==> src/rtl/miriscv_pkg.sv <==
// Shared constants and types for the miriscv core and its peripheral bridge.
package miriscv_pkg;

  localparam int XLEN = 32;

  typedef enum logic [1:0] {
    IDLE   = 2'd0,
    SETUP  = 2'd1,
    ACCESS = 2'd2,
    RESP   = 2'd3
  } apb_bridge_state_t;

  localparam logic [XLEN-1:0] APB_ERR_DATA = 32'hDEAD_BEEF;

endpackage

==> src/rtl/miriscv_apb_bridge.sv <==
// Core data-memory request port to APB4 bridge for two slaves (0 = UART, 1 = timer).
// Handles SETUP/ACCESS phasing, PREADY wait states, PSLVERR and a bus timeout.
module miriscv_apb_bridge
  import miriscv_pkg::*;
#(
  parameter int              SEL_BIT        = 12,
  parameter int              TIMEOUT_CYCLES = 256,
  parameter logic [XLEN-1:0] ERR_DATA       = APB_ERR_DATA
) (
  input  logic              clk_i,
  input  logic              arstn_i,

  input  logic              req_i,
  input  logic              we_i,
  input  logic [XLEN/8-1:0] be_i,
  input  logic [XLEN-1:0]   addr_i,
  input  logic [XLEN-1:0]   wdata_i,
  output logic              gnt_o,
  output logic              rvalid_o,
  output logic [XLEN-1:0]   rdata_o,
  output logic              err_o,

  output logic [XLEN-1:0]   paddr_o,
  output logic [1:0]        psel_o,
  output logic              penable_o,
  output logic              pwrite_o,
  output logic [XLEN-1:0]   pwdata_o,
  output logic [XLEN/8-1:0] pstrb_o,
  input  logic [XLEN-1:0]   prdata0_i,
  input  logic [XLEN-1:0]   prdata1_i,
  input  logic              pready0_i,
  input  logic              pready1_i,
  input  logic              pslverr0_i,
  input  logic              pslverr1_i
);

  localparam int CNT_W = (TIMEOUT_CYCLES > 0) ? $clog2(TIMEOUT_CYCLES + 1) : 1;
  localparam logic [CNT_W-1:0] CNT_MAX = CNT_W'(TIMEOUT_CYCLES);

  apb_bridge_state_t r_state;
  apb_bridge_state_t w_state_next;

  logic              r_sel;
  logic [XLEN-1:0]   r_paddr;
  logic              r_pwrite;
  logic [XLEN-1:0]   r_pwdata;
  logic [XLEN/8-1:0] r_pstrb;
  logic [XLEN-1:0]   r_rdata;
  logic              r_err;
  logic              r_rvalid;
  logic [CNT_W-1:0]  r_cnt;

  logic              w_pready;
  logic              w_pslverr;
  logic [XLEN-1:0]   w_prdata;
  logic              w_timeout;
  logic              w_bus_active;

  // Only the selected slave's response is observed; the other is ignored.
  assign w_pready  = r_sel ? pready1_i  : pready0_i;
  assign w_pslverr = r_sel ? pslverr1_i : pslverr0_i;
  assign w_prdata  = r_sel ? prdata1_i  : prdata0_i;

  // A slave raising PREADY in the same cycle wins over the timeout.
  assign w_timeout = (TIMEOUT_CYCLES != 0) && (r_cnt == CNT_MAX);

  // NOTE: every combinationally assigned signal gets a default first so no latch is inferred.
  always_comb begin
    w_state_next = r_state;
    case (r_state)
      IDLE:    if (req_i) w_state_next = SETUP;
      SETUP:   w_state_next = ACCESS;
      ACCESS:  if (w_pready || w_timeout) w_state_next = RESP;
      RESP:    w_state_next = IDLE;
      default: w_state_next = IDLE;
    endcase
  end

  // NOTE: sequential state uses non-blocking assignments and an async active-low reset.
  always_ff @(posedge clk_i or negedge arstn_i) begin
    if (!arstn_i) begin
      r_state <= IDLE;
    end else begin
      r_state <= w_state_next;
    end
  end

  always_ff @(posedge clk_i or negedge arstn_i) begin
    if (!arstn_i) begin
      r_sel    <= 1'b0;
      r_paddr  <= '0;
      r_pwrite <= 1'b0;
      r_pwdata <= '0;
      r_pstrb  <= '0;
    end else if (gnt_o) begin
      r_sel    <= addr_i[SEL_BIT];
      r_paddr  <= addr_i;
      r_pwrite <= we_i;
      r_pwdata <= wdata_i;
      r_pstrb  <= we_i ? be_i : '0;
    end
  end

  always_ff @(posedge clk_i or negedge arstn_i) begin
    if (!arstn_i) begin
      r_rdata  <= '0;
      r_err    <= 1'b0;
      r_rvalid <= 1'b0;
    end else begin
      r_rvalid <= 1'b0;
      if (r_state == ACCESS) begin
        if (w_pready) begin
          r_rdata  <= r_pwrite ? '0 : w_prdata;
          r_err    <= w_pslverr;
          r_rvalid <= 1'b1;
        end else if (w_timeout) begin
          r_rdata  <= ERR_DATA;
          r_err    <= 1'b1;
          r_rvalid <= 1'b1;
        end
      end
    end
  end

  always_ff @(posedge clk_i or negedge arstn_i) begin
    if (!arstn_i) begin
      r_cnt <= '0;
    end else if (r_state == RESP) begin
      r_cnt <= '0;
    end else if ((r_state == ACCESS) && !w_pready && !w_timeout) begin
      r_cnt <= r_cnt + CNT_W'(1);
    end
  end

  // PSEL/PENABLE decode straight from the state flop so reset drops them without a clock.
  assign w_bus_active = (r_state == SETUP) || (r_state == ACCESS);

  assign gnt_o     = (r_state == IDLE) && req_i;
  assign psel_o    = w_bus_active ? (r_sel ? 2'b10 : 2'b01) : 2'b00;
  assign penable_o = (r_state == ACCESS);
  assign paddr_o   = r_paddr;
  assign pwrite_o  = r_pwrite;
  assign pwdata_o  = r_pwdata;
  assign pstrb_o   = r_pstrb;
  assign rvalid_o  = r_rvalid;
  assign rdata_o   = r_rdata;
  assign err_o     = r_err;

endmodule

==> config.mk <==
export PLATFORM = sky130hd
export DESIGN_NAME = miriscv_apb_bridge
export DESIGN_NICKNAME = d
export VERILOG_FILES = /design/src/rtl/miriscv_pkg.sv /design/src/rtl/miriscv_apb_bridge.sv
export SDC_FILE = /design/constraint.sdc
export NUM_CORES = 1
export LEC_CHECK = 0
export BUFFER_PORTS_ARGS = -buffer_cell sky130_fd_sc_hd__clkbuf_2
export CAP_MARGIN = 30
export CELL_PAD_IN_SITES_DETAIL_PLACEMENT = 0
export CELL_PAD_IN_SITES_GLOBAL_PLACEMENT = 2
export CORE_ASPECT_RATIO = 1.75
export CORE_UTILIZATION = 29
export CTS_CLUSTER_SIZE = 10
export DETAILED_ROUTE_END_ITERATION = 7
export PLACE_DENSITY_LB_ADDON = 0.1
export SYNTH_ARGS = -nofsm -noshare
export SYNTH_HDL_FRONTEND = slang
export SYNTH_SLANG_ARGS = --single-unit
==> constraint.sdc <==
create_clock -name clk_i -period 2.2 [get_ports clk_i]
set_input_delay 0.33 -clock clk_i [delete_from_list [all_inputs] [get_ports clk_i]]
set_output_delay 0.33 -clock clk_i [all_outputs]
set_load 0.02 [all_outputs]
### Word-level counts from Yosys, hierarchy flattened

Index checks and enable logic that the tools add are counted.
W data, S select, Z words.

| storage, ports and cells | value |
|---|---|
| output and inout port bits | 107 |
| logic and storage cells | 48 |
| bits in registers | 115 |
| input bits | 140 |

| operators by class | value |
|---|---|
| equal/unequal tests | 6 |
| reduce and logical (&&, ||, !) cells | 12 |
| add/sub/neg operators | 1 |
| muxes and demuxes | 19 |

Operators by type and width:

| operator | number |
|---|---|
| $mux W32 | 4 |
| $mux W9 | 2 |
| $add A9 B1 Y9 const B | 1 |
| $eq A9 B9 Y1 const B | 1 |
| $mux W2 | 4 |
| $pmux W2 S4 | 1 |
| $mux W1 | 7 |
| $eq A2 B2 Y1 const B | 2 |
| $mux W4 | 1 |
| $reduce_and A2 Y1 | 2 |
| $reduce_bool A2 Y1 | 2 |
| $logic_and A1 B1 Y1 | 3 |
| $eq A2 B1 Y1 const B | 1 |
| $logic_not A1 Y1 | 2 |
| $logic_not A2 Y1 | 1 |
| $logic_or A1 B1 Y1 | 2 |
| $ne A2 B1 Y1 const B | 1 |
| $ne A2 B2 Y1 const B | 1 |

### Logic depth before layout (Yosys ltp)

Gate-level depths: netlist of run 1.

| depth | value |
|---|---|
| depth after elaboration | 6 |
| gate-level depth with buffers | 7 |
| mapped depth without buffers | 5 |

### Worst setup path after synthesis of run 1

Ideal clock, no wire load.

| path | value |
|---|---|
| path type | register -> register |
| from | reg r_state[0] |
| to | reg r_cnt[8] |
| data required time | 2075 ps |
| clock period less this slack | 1938 ps |
| data arrival time | 1813 ps |
| setup time | 125 ps |
| stages on the path, launching flop included | 7 |
| setup slack | 262 ps |
| buffers on the path | 1 |
| path through | dfrtp_1 inv_1 ha_1 clkbuf_1 nand3_1 nor4_1 mux2_2 |

| between the ends | value |
|---|---|
| longest elaborated chain between the ends | 4 |
| elaborated cells between the ends (all ways) | 6 |
| those cells by class | 2 x eq/ne; 1 x mux; 3 x reduce/logical |

RTL lines:

| item | line | source |
|---|---|---|
| start, declared | miriscv_apb_bridge.sv:40 | `apb_bridge_state_t r_state;` |
| start signal, assigned | miriscv_apb_bridge.sv:84 | `r_state <= w_state_next;` |
| $eq A2 B2 Y1 | -- |  |
| net penable_o | miriscv_apb_bridge.sv:25 | `output logic penable_o,` |
| $logic_and A1 B1 Y1 (2 in series) | miriscv_apb_bridge.sv:130 | `end else if ((r_state == ACCESS) && !w_pready && !w_timeout) begin` |
| $reduce_bool A2 Y1 (no line) | -- |  |
| end signal, assigned | miriscv_apb_bridge.sv:131 | `r_cnt <= r_cnt + CNT_W'(1);` |
| end, declared | miriscv_apb_bridge.sv:51 | `logic [CNT_W-1:0] r_cnt;` |

The timed path passes the listed nets, and every way through them passes these cells.
A chain may end at the register's enable or synchronous reset.

### Worst setup path in the final report of run 1

| path | value |
|---|---|
| from | reg r_state[1] |
| to | out gnt_o |

| between the ends | value |
|---|---|
| longest elaborated chain between the ends | 2 |

RTL lines:

| item | line | source |
|---|---|---|
| $logic_not A2 Y1 | miriscv_apb_bridge.sv:138 | `assign gnt_o = (r_state == IDLE) && req_i;` |
| $logic_and A1 B1 Y1 | miriscv_apb_bridge.sv:138 |  |
| end, declared | miriscv_apb_bridge.sv:18 | `output logic gnt_o,` |

No other way between the ends.

==> results.json, run 1 <==
{
  "whs_path_depth": 2,
  "layout.cells.non_filler": 929,
  "maxCapViolCount": 0,
  "post-route-drc-count": 0,
  "holdWs_ns": 0.153,
  "slew_viol_final": 0,
  "nets": 829,
  "tritoncts": "built",
  "area_growth_syn_to_layout_pct": 40.6,
  "grt_overflow_total": 0,
  "n_fill_cell": 1775,
  "whs_endpoint": "paddr_o[6]$_DFFE_PN0P_",
  "wl_um": 16100,
  "clkSlewWorstSetupHoldPaths_ns": 0.06,
  "place.gp.congestion": 0.730,
  "clock.fmax_mhz": 486,
  "crit_path_start_kind": "flop",
  "worstHoldPathType": "input pin to flop",
  "drt_first_iter_violations": 128,
  "syn_nets": 578,
  "synth_seq_cells": 114,
  "status": "finished clean",
  "synth_warnings": 0,
  "leakage_nw": 3.78,
  "place_inst": 895,
  "antenna_cells": 0,
  "clock_path_buffers": 2,
  "r2r_slack_ns": 0.36,
  "worstPathArrival_ns": 1.73,
  "cp-end-kind": "output port",
  "htreeDepth": 4,
  "vias_per_cell": 4.76,
  "crit_required_ns": 1.87,
  "max_stage_delay_ns": 0.42,
  "cts_made_buffers": 17,
  "dieArea_um2": 19100,
  "dp_hpwl_um": 12100,
  "cts-root-buf": "clkbuf_16",
  "netlist_area_um2": 5380,
  "synth_area_per_cell_um2": 12.5,
  "reg2reg_from": "paddr_o[12]$_DFFE_PN0P_",
  "ys_types": 35,
  "rr_endpoint": "r_cnt[8]$_DFFE_PN0P_",
  "grt_pass1_vias": 4832,
  "finalSetupTns_ns": 0,
  "dpl_cell_area_um2": 6940,
  "postSynthCellCount": 432,
  "period_minus_slack_ns": 2.06,
  "post_drt_wl_per_cell_um": 17.4,
  "min_from": "addr_i[6]",
  "fin_skew_ns": 0.0107,
  "drive_gt1_frac": 0.588,
  "synth_top_flop_cell": "dfrtp_1",
  "grt_usage": 0.177,
  "finalHoldViolCount": 0,
  "path_cells": "inv_1 -> ha_1 -> nand2_4 -> inv_2 -> buf_12 -> buf_2",
  "final_area_um2": 7570,
  "numPortBuffers": 246,
  "antenna_left": 0,
  "dr_total_vias": 4422,
  "grt_start_max_net_pins": 49,
  "antenna_found_initial": 0,
  "io_pins": 247,
  "first_pass_iters": 4,
  "rsz0062_at_grt": "false",
  "ir_worst_vdd_uv": 618,
  "critPathSlowestCell": "dfrtp_1",
  "cts_sinks": 114,
  "path_class": "flop to output port",
  "grt_pass1_wl_um": 26100,
  "reg2regPathDepth": 3,
  "worstSkewPairLatency_ns": 0.41,
  "path_max_fanout": 18,
  "power_density_nw_per_um2": 1550,
  "slew_headroom": 0.673,
  "die_w_um": 105,
  "ys_async_sr_fraction": 1.00,
  "setup_viol": 0,
  "floorplan.initialDensity": 0.297,
  "synth_edf_count": 0,
  "seq_area_frac_synth": 0.530,
  "period_share": 0.935,
  "rows": 65,
  "core_area_um2": 18100,
  "die_h_um": 182,
  "worst_pin_slew_ns": 0.491
}
## how the worst max path moves through the flow
stage | from | endpoint | slack, ns | cells past startpoint
2_1_floorplan | r_state[0]$_DFFE_PN0P_ | r_cnt[8]$_DFFE_PN0P_ | 0.26 | 6
3_3_place_gp | r_state[0]$_DFFE_PN0P_ | paddr_o[4]$_DFFE_PN0P_ | 0.32 | 7
3_5_place_dp | r_state[0]$_DFFE_PN0P_ | pwdata_o[31]$_DFFE_PN0P_ | 0.25 | 7
4_1_cts | r_state[0]$_DFFE_PN0P_ | gnt_o | 0.004 | 6
5_1_grt | r_state[1]$_DFFE_PN0P_ | gnt_o | 0.03 | 6
6_report | r_state[1]$_DFFE_PN0P_ | gnt_o | 0.14 | 6
## per-stage QoR
step,total power [mW],utilization,setup slack [ns]
after floorplan,7.24,-,0.262
after detailed placement,9.15,0.383,0.253
after global placement,9.04,0.383,0.315
final,11.8,0.417,0.143
after global routing,12.5,0.417,0.0264
after CTS,12.0,0.417,0.00393
## synth_stat cells, types with 6 or more instances
library cell	count	area share
buf_2	14	0.013
clkbuf_1	15	0.010
dfrtp_1	114	0.53
ha_1	6	0.014
inv_1	15	0.010
mux2_2	75	0.16
mux2i_1	27	0.050
nand2_1	19	0.013
nand3_1	11	0.010
o211ai_1	25	0.035
o221ai_1	8	0.013
o311a_1	25	0.047
or2_2	26	0.030
## routing by layer
| layer | part of all wire | GRT usage | vias to the layer above |
|---|---|---|---|
| met2 | 0.55 | 0.331 | 157 |
| met3 | 0.068 | 0.0561 | 22 |
| met5 | 0 | 0 | - |
| li1 | - | - | 2094 |
| met1 | 0.36 | 0.179 | 2149 |
| met4 | 0.021 | 0.0699 | 0 |
## placed cells by master, fill, tap and decap left out, drive strengths merged, types with 8 or more instances in the layout
| cell | n |
|---|---|
| buf | 21 |
| clkbuf | 262 |
| dfrtp | 114 |
| inv | 19 |
| mux2 | 77 |
| mux2i | 27 |
| nand2 | 19 |
| nand3 | 11 |
| o211ai | 25 |
| o221ai | 8 |
| o311a | 25 |
| or2 | 26 |
## power breakdown
part | switching, mW | internal, mW
clock network | 1.06 | 1.59
logic | 3.07 | 2.39
registers | 0.595 | 3.04
total | 4.73 | 7.02
## cells by family (layout without fill, tap and decap cells)
| kind of cell | count (synthesis) | count (layout) | synth area share |
|---|---|---|---|
| compound gates | 77 | 77 | 0.119 |
| fa+ha+maj | 6 | 6 | 0.0139 |
| buf+inv | 50 | 313 | 0.0388 |
| flops | 114 | 114 | 0.530 |
| mux | 104 | 104 | 0.213 |
| simple gates | 81 | 81 | 0.0853 |
## layout make-up
cell class	instances	area [um^2]	area share
inverter	15	56.3	0.00744
sequential	114	2850	0.377
multi-input combinational	268	2330	0.308
clock inverter	13	128	0.0169
tap	234	293	0.0387
clock buffer	18	439	0.0580
timing repair buffer	267	1470	0.194
## worst max-delay path, delay by kind of cell, from the launching register on
family | cells | cell delay (ns)
fa+ha+maj | 1 | 0.23
buf+inv | 4 | 0.56
flops | 1 | 0.42
simple gates | 1 | 0.10
## registers in the layout, indices dropped and copies added (netlist names)
name,flops
pwrite_o,1
rdata_o,32
pwdata_o,32
paddr_o,32
err_o,1
pstrb_o,4
r_cnt,9
rvalid_o,1
r_state,2
## timing repair
action,CTS,global route
hold buffers,1,0
gates resized for setup,0,4
hold endpoints to repair,28,0
buffers inserted,1,0
gates cloned,1,0
endpoints found under the setup margin,1,2
Note: power is estimated with default switching activity, not from simulation.
==> run 2, diff against run 1 <==
--- a/config.mk
+++ b/config.mk
@@ -8,9 +8,10 @@
 export BUFFER_PORTS_ARGS = -buffer_cell sky130_fd_sc_hd__clkbuf_2
 export CAP_MARGIN = 30
 export CELL_PAD_IN_SITES_DETAIL_PLACEMENT = 0
-export CELL_PAD_IN_SITES_GLOBAL_PLACEMENT = 2
+export CELL_PAD_IN_SITES_GLOBAL_PLACEMENT = 1
 export CORE_ASPECT_RATIO = 1.75
-export CORE_UTILIZATION = 29
+export CORE_MARGIN = 1.5
+export CORE_UTILIZATION = 35
 export CTS_CLUSTER_SIZE = 10
 export DETAILED_ROUTE_END_ITERATION = 7
 export PLACE_DENSITY_LB_ADDON = 0.1
==> run 2 against run 1 <==
  * Hold slack about the same
  * First-iteration DRC count is 7.0% lower
  * Sequential cell count unchanged
  * Register-to-register slack about the same
  * Global-route usage is 1.5 points higher
  * Via count fell by 0.16%
  * Clock skew fell by 0.00057 ns
  * Total power grew 2.9%
==> results.json, run 2 (synthesis results as in run 1) <==
{
  "setup_ws_ns": 0.138,
  "cts_made_buffers": 17,
  "dpl_cell_area_um2": 6850,
  "path_class": "flop to output port",
  "numPortBuffers": 246,
  "r2r_slack_ns": 0.35,
  "vias_per_cell": 5.05,
  "wl_um": 15300,
  "min_from": "addr_i[18]",
  "worstHoldPathType": "input pin to flop",
  "crit_path_start_kind": "flop",
  "slew_viol_final": 0,
  "rr_endpoint": "paddr_o[11]$_DFFE_PN0P_",
  "tritoncts": "built",
  "grt_overflow_total": 0,
  "io_pins": 247,
  "cts_sinks": 114,
  "cp-end-kind": "output port",
  "die_w_um": 96.7,
  "mostFrequentLayoutCell": "clkbuf_2",
  "htreeDepth": 4,
  "antenna_cells": 0,
  "place.gp.congestion": 0.725,
  "dr_total_vias": 4415,
  "rows": 59,
  "grt_pass1_wl_um": 24300,
  "floorplan.initialDensity": 0.359,
  "layout_common_cells": "245 x clkbuf_2, 113 x dfrtp_1, 75 x mux2_2",
  "slew_headroom": 0.564,
  "dieArea_um2": 16200,
  "cts-root-buf": "clkbuf_16",
  "maxCapViolCount": 0,
  "reg2regPathDepth": 7,
  "multiInputGateArea_um2": 2320,
  "whs_path_depth": 2,
  "antenna_found_initial": 0,
  "period_minus_slack_ns": 2.06,
  "status": "finished clean",
  "worstPathArrival_ns": 1.73,
  "drt_first_iter_violations": 119,
  "finalSetupTns_ns": 0,
  "rsz0062_at_grt": "false",
  "finalHoldViolCount": 0,
  "clock_path_buffers": 2,
  "grt_pass1_vias": 4733,
  "first_pass_iters": 4,
  "path_max_fanout": 22,
  "whs_endpoint": "paddr_o[18]$_DFFE_PN0P_",
  "drive_gt1_frac": 0.585,
  "grt_usage": 0.192,
  "worstSkewPairLatency_ns": 0.40,
  "grt_start_max_net_pins": 66,
  "worst_pin_slew_ns": 0.654,
  "reg2reg_from": "r_state[1]$_DFFE_PN0P_",
  "setup_viol": 0,
  "clkSlewWorstSetupHoldPaths_ns": 0.06,
  "die_h_um": 167,
  "n_fill_cell": 1435,
  "ir_worst_vdd_uv": 1020,
  "nets": 825,
  "power_density_nw_per_um2": 1600,
  "crit_required_ns": 1.87,
  "pre_cts_ws_ns": 0.351,
  "post_drt_wl_per_cell_um": 17.4,
  "fin_skew_ns": 0.0101,
  "period_share": 0.937,
  "post-route-drc-count": 0,
  "final_area_um2": 7560,
  "area_growth_syn_to_layout_pct": 40.5,
  "dp_hpwl_um": 11300,
  "clock.fmax_mhz": 485,
  "regArea_um2": 2850,
  "core_area_um2": 15000,
  "leakage_nw": 3.80,
  "antenna_left": 0
}
==> run 2: changes by cell type in the layout (fill, tap and decap cells not counted), sizes merged <==
cell | previous run | this run
buf | 21 | 16
bufinv | 1 | 5
clkinvlp | 3 | 1
clkbuf | 262 | 263
clkinv | 5 | 4
==> run 2: what timing repair did <==
| item | CTS | global route |
|---|---|---|
| cloned | 1 | 0 |
| buffers inserted | 1 | 0 |
| endpoints found under the setup margin | 1 | 1 |
| resized for setup | 0 | 2 |
| hold endpoints to repair | 29 | 0 |
| hold buffers | 1 | 0 |
==> run 2: worst max path at each step <==
stage | start | end | slack, ns
after global placement | r_cnt[0]$_DFFE_PN0P_ | r_cnt[0]$_DFFE_PN0P_ | 0.40
after CTS | r_state[0]$_DFFE_PN0P_ | gnt_o | 0.005
after detailed placement | r_state[0]$_DFFE_PN0P_ | gnt_o | 0.35
final | r_state[1]$_DFFE_PN0P_ | gnt_o | 0.14
after floorplan | r_state[0]$_DFFE_PN0P_ | r_cnt[8]$_DFFE_PN0P_ | 0.26
after global routing | r_state[1]$_DFFE_PN0P_ | gnt_o | 0.02
==> run 2: critical path: stages, from the launching register on <==
cell and delay (ns):
dfrtp_1 0.41, inv_1 0.11, ha_1 0.20, nand2_2 0.13, inv_2 0.11, buf_12 0.17, clkbuf_2 0.19
==> run 2: where the power goes <==
part | switching, mW | total (mW) | internal [mW]
logic | 3.00 | 5.37 | 2.36
registers | 0.628 | 3.67 | 3.04
clock network | 1.02 | 3.05 | 2.03
total | 4.65 | 12.1 | 7.43
==> run 2: metal layers <==
layer,GRT usage,up-vias,share of wire
li1,-,2092,-
met1,0.199,2135,0.37
met2,0.348,168,0.54
met3,0.0688,20,0.072
met4,0.0744,0,0.023
met5,0,-,0
==> run 2: area by class of cell <==
cell class,count,area share
sequential,114,0.378
multi-input combinational,268,0.308
timing repair buffer,263,0.190
clock buffer,18,0.0568
tap,183,0.0303
clock inverter,14,0.0301
inverter,15,0.00745
==> run 2: per-stage QoR <==
| stage | hold WS, ns | std cells | total power [mW] | utilization |
|---|---|---|---|---|
| after CTS | 0.135 | 875 | 12.3 | 0.504 |
| after floorplan | 0.0344 | 432 | 7.24 | - |
| after global routing | 0.139 | 875 | 12.8 | 0.504 |
| after detailed placement | 0.315 | 840 | 9.09 | 0.457 |
| final | 0.153 | 875 | 12.1 | 0.504 |
| after global placement | 0.316 | 840 | 8.96 | 0.457 |
==> run 3, diff against run 2 <==
--- a/config.mk
+++ b/config.mk
@@ -5,14 +5,15 @@
 export SDC_FILE = /design/constraint.sdc
 export NUM_CORES = 1
 export LEC_CHECK = 0
+export ABC_AREA = 1
 export BUFFER_PORTS_ARGS = -buffer_cell sky130_fd_sc_hd__clkbuf_2
 export CAP_MARGIN = 30
 export CELL_PAD_IN_SITES_DETAIL_PLACEMENT = 0
 export CELL_PAD_IN_SITES_GLOBAL_PLACEMENT = 1
 export CORE_ASPECT_RATIO = 1.75
 export CORE_MARGIN = 1.5
-export CORE_UTILIZATION = 35
-export CTS_CLUSTER_SIZE = 10
+export CORE_UTILIZATION = 32
+export CTS_CLUSTER_SIZE = 25
 export DETAILED_ROUTE_END_ITERATION = 7
 export PLACE_DENSITY_LB_ADDON = 0.1
 export SYNTH_ARGS = -nofsm -noshare
==> run 3 against run 2 <==
  * Fmax rose by 8.3%
  * Utilization fell by 5.2 points
  * Non-clock buffer count fell by 7
  * Final cell count up 27%
  * Critical endpoint unchanged
  * Synthesized cell count increased by 56%
  * Sequential power shrank 2%
  * Hold slack worse by 0.049 ns
  * Count of clock-buffer cells in the layout is 1 lower
  * Combinational power down 5.6%
  * Critical path depth shrank 1
==> results.json, run 3 <==
{
  "grt_usage": 0.188,
  "crit_path_start_kind": "flop",
  "maxCapViolCount": 0,
  "wl_um": 16000,
  "crit_required_ns": 1.87,
  "path_max_fanout": 6,
  "synth-xor-area-share": 0.00335,
  "layout.cells.non_filler": 1113,
  "post-route-drc-count": 0,
  "clkSlewWorstSetupHoldPaths_ns": 0.06,
  "synth_edf_count": 0,
  "synth_top_area_cell": "dfrtp_1",
  "antenna_cells": 0,
  "worstPathArrival_ns": 1.57,
  "worst_pin_slew_ns": 0.623,
  "synth_warnings": 0,
  "cts_sinks": 114,
  "fin_skew_ns": 0.00825,
  "first_pass_iters": 4,
  "status": "finished clean",
  "max_stage_delay_ns": 0.40,
  "tritoncts": "built",
  "regArea_um2": 2850,
  "yosysMostFrequentCell": "nand2_1",
  "setup_viol": 0,
  "final_area_um2": 7220,
  "mostFrequentLayoutCell": "nand2_1",
  "fin_util": 0.453,
  "synth_mux_area_frac": 0,
  "synth_compound_area_frac": 0.0632,
  "post_drt_wl_per_cell_um": 14.3,
  "synth_top_family_by_area": "simple AND/OR/NAND/NOR gates",
  "cp-end-kind": "output port",
  "ys_types": 23,
  "finalPower_mw": 11.4,
  "ys_async_sr_fraction": 1.00,
  "clock.fmax_mhz": 525,
  "drive_gt1_frac": 0.325,
  "synth_area_per_cell_um2": 7.78,
  "nets": 1058,
  "cts-root-buf": "clkbuf_16",
  "dr_total_vias": 5090,
  "synth_top_flop_cell": "dfrtp_1",
  "rows": 61,
  "period_minus_slack_ns": 1.90,
  "dieArea_um2": 17100,
  "finalHoldViolCount": 0,
  "seq_area_frac_synth": 0.546,
  "synth_seq_cells": 114,
  "place.gp.congestion": 0.825,
  "synth_top_area_share": 0.546,
  "die_w_um": 99.6,
  "multiInputGateArea_um2": 2090,
  "cts-resized-gates": 0,
  "grt_pass1_vias": 5070,
  "floorplan.initialDensity": 0.328,
  "place_inst": 1081,
  "finalSetupTns_ns": 0,
  "period_share": 0.866,
  "slew_viol_final": 0,
  "critical_path.top_delay_family": "buffers and inverters",
  "postSynthCellCount": 672,
  "syn_nets": 818,
  "drt_first_iter_violations": 125,
  "htreeDepth": 4,
  "synth_simple_gate_area_frac": 0.319,
  "dp_hpwl_um": 11900,
  "synth_common_cells": "310 x nand2_1, 114 x dfrtp_1, 89 x nor2_1",
  "grt_overflow_total": 0,
  "n_fill_cell": 1642,
  "leakage_nw": 4.16,
  "power_density_nw_per_um2": 1570,
  "vias_per_cell": 4.57,
  "layout_common_cells": "309 x nand2_1, 245 x clkbuf_2, 114 x dfrtp_1",
  "numPortBuffers": 246,
  "antenna_found_initial": 0,
  "slew_headroom": 0.584,
  "synth_fa_ha_area_frac": 0.0144,
  "cts_hold_buf": 1,
  "area_growth_syn_to_layout_pct": 38.0,
  "core_area_um2": 16000,
  "critPathSlowestCell": "dfrtp_1",
  "grt_start_max_net_pins": 72,
  "cts_made_buffers": 17,
  "synth_area_leaders": "dfrtp_1 55%, nand2_1 22%, nor2_1 6.4%",
  "postCtsSetupRepairBufs": 0,
  "antenna_left": 0,
  "grt_pass1_wl_um": 24800,
  "rsz0062_at_grt": "false",
  "worstSkewPairLatency_ns": 0.41,
  "path_cells": "inv_1 -> ha_1 -> nand2_2 -> inv_2 -> clkbuf_2",
  "ir_worst_vdd_uv": 629,
  "netlist_area_um2": 5230,
  "clock_path_buffers": 2,
  "critical_path_buf_inv_count": 3,
  "dpl_cell_area_um2": 6620,
  "path_class": "flop to output port",
  "worstHoldPathType": "input pin to flop",
  "die_h_um": 172,
  "io_pins": 247
}
## run 3: changes by cell type after synthesis, sizes merged, moves of 27 or more
cell | before | now
mux2 | 77 | 0
mux2i | 27 | 0
nand2 | 19 | 315
nor2 | 6 | 90
o21ai | 5 | 63
## run 3: kinds of logic after synthesis
family,count (synthesis)
AO/OA/AOI/OAI,63
buffers and inverters,58
XOR/XNOR,2
AND/OR/NAND/NOR,429
adder cells (fa/ha/maj),6
flip-flops,114
## run 3: layer usage
layer  up-vias  GRT usage  routed length [um]
met2       175      0.343                8620
met3        28     0.0663                1140
met1      2337      0.192                5830
met5         -          0                   0
met4         0     0.0821                 368
li1       2550          -                   -
## run 3: layout make-up
class / count / area share
tap: 189 / 0.0328
clock buffer: 17 / 0.0589
timing repair buffer: 256 / 0.189
clock inverter: 14 / 0.0220
sequential: 114 / 0.395
inverter: 23 / 0.0127
multi-input combinational: 500 / 0.290
## run 3: per-stage QoR
stage / worst slack [ns] / hold WS [ns]
2_1_floorplan: 0.609 / 0.0344
3_3_place_gp: 0.433 / 0.312
3_5_place_dp: 0.371 / 0.324
4_1_cts: 0.261 / 0.0886
5_1_grt: 0.186 / 0.0973
6_report: 0.296 / 0.104
## run 3: tightest hold or removal path: cells and delay by family
kind	cells	cell delay, ns
buf+inv	1	0.07
simple gates	2	0.08
## run 3: final timing paths
check	slack, ns	cells past startpoint	end	from
worst max-delay path	0.30	5	gnt_o	r_state[0]$_DFFE_PN0P_
worst min-delay path	0.10	3	paddr_o[20]$_DFFE_PN0P_	addr_i[20]
worst max register to register	0.36	9	r_cnt[4]$_DFFE_PN0P_	paddr_o[12]$_DFFE_PN0P_
worst min register to register	0.47	2	paddr_o[26]$_DFFE_PN0P_	paddr_o[26]$_DFFE_PN0P_
max in group asynchronous	1.12	3	paddr_o[26]$_DFFE_PN0P_	arstn_i
min in group asynchronous	0.41	2	rdata_o[8]$_DFFE_PN0P_	arstn_i
## run 3: power by group
part	switching [mW]	internal, mW	total (mW)	leakage, nW
clock network	1.03	1.67	2.70	0.280
logic	3.45	1.62	5.07	2.44
registers	0.556	3.04	3.60	1.44
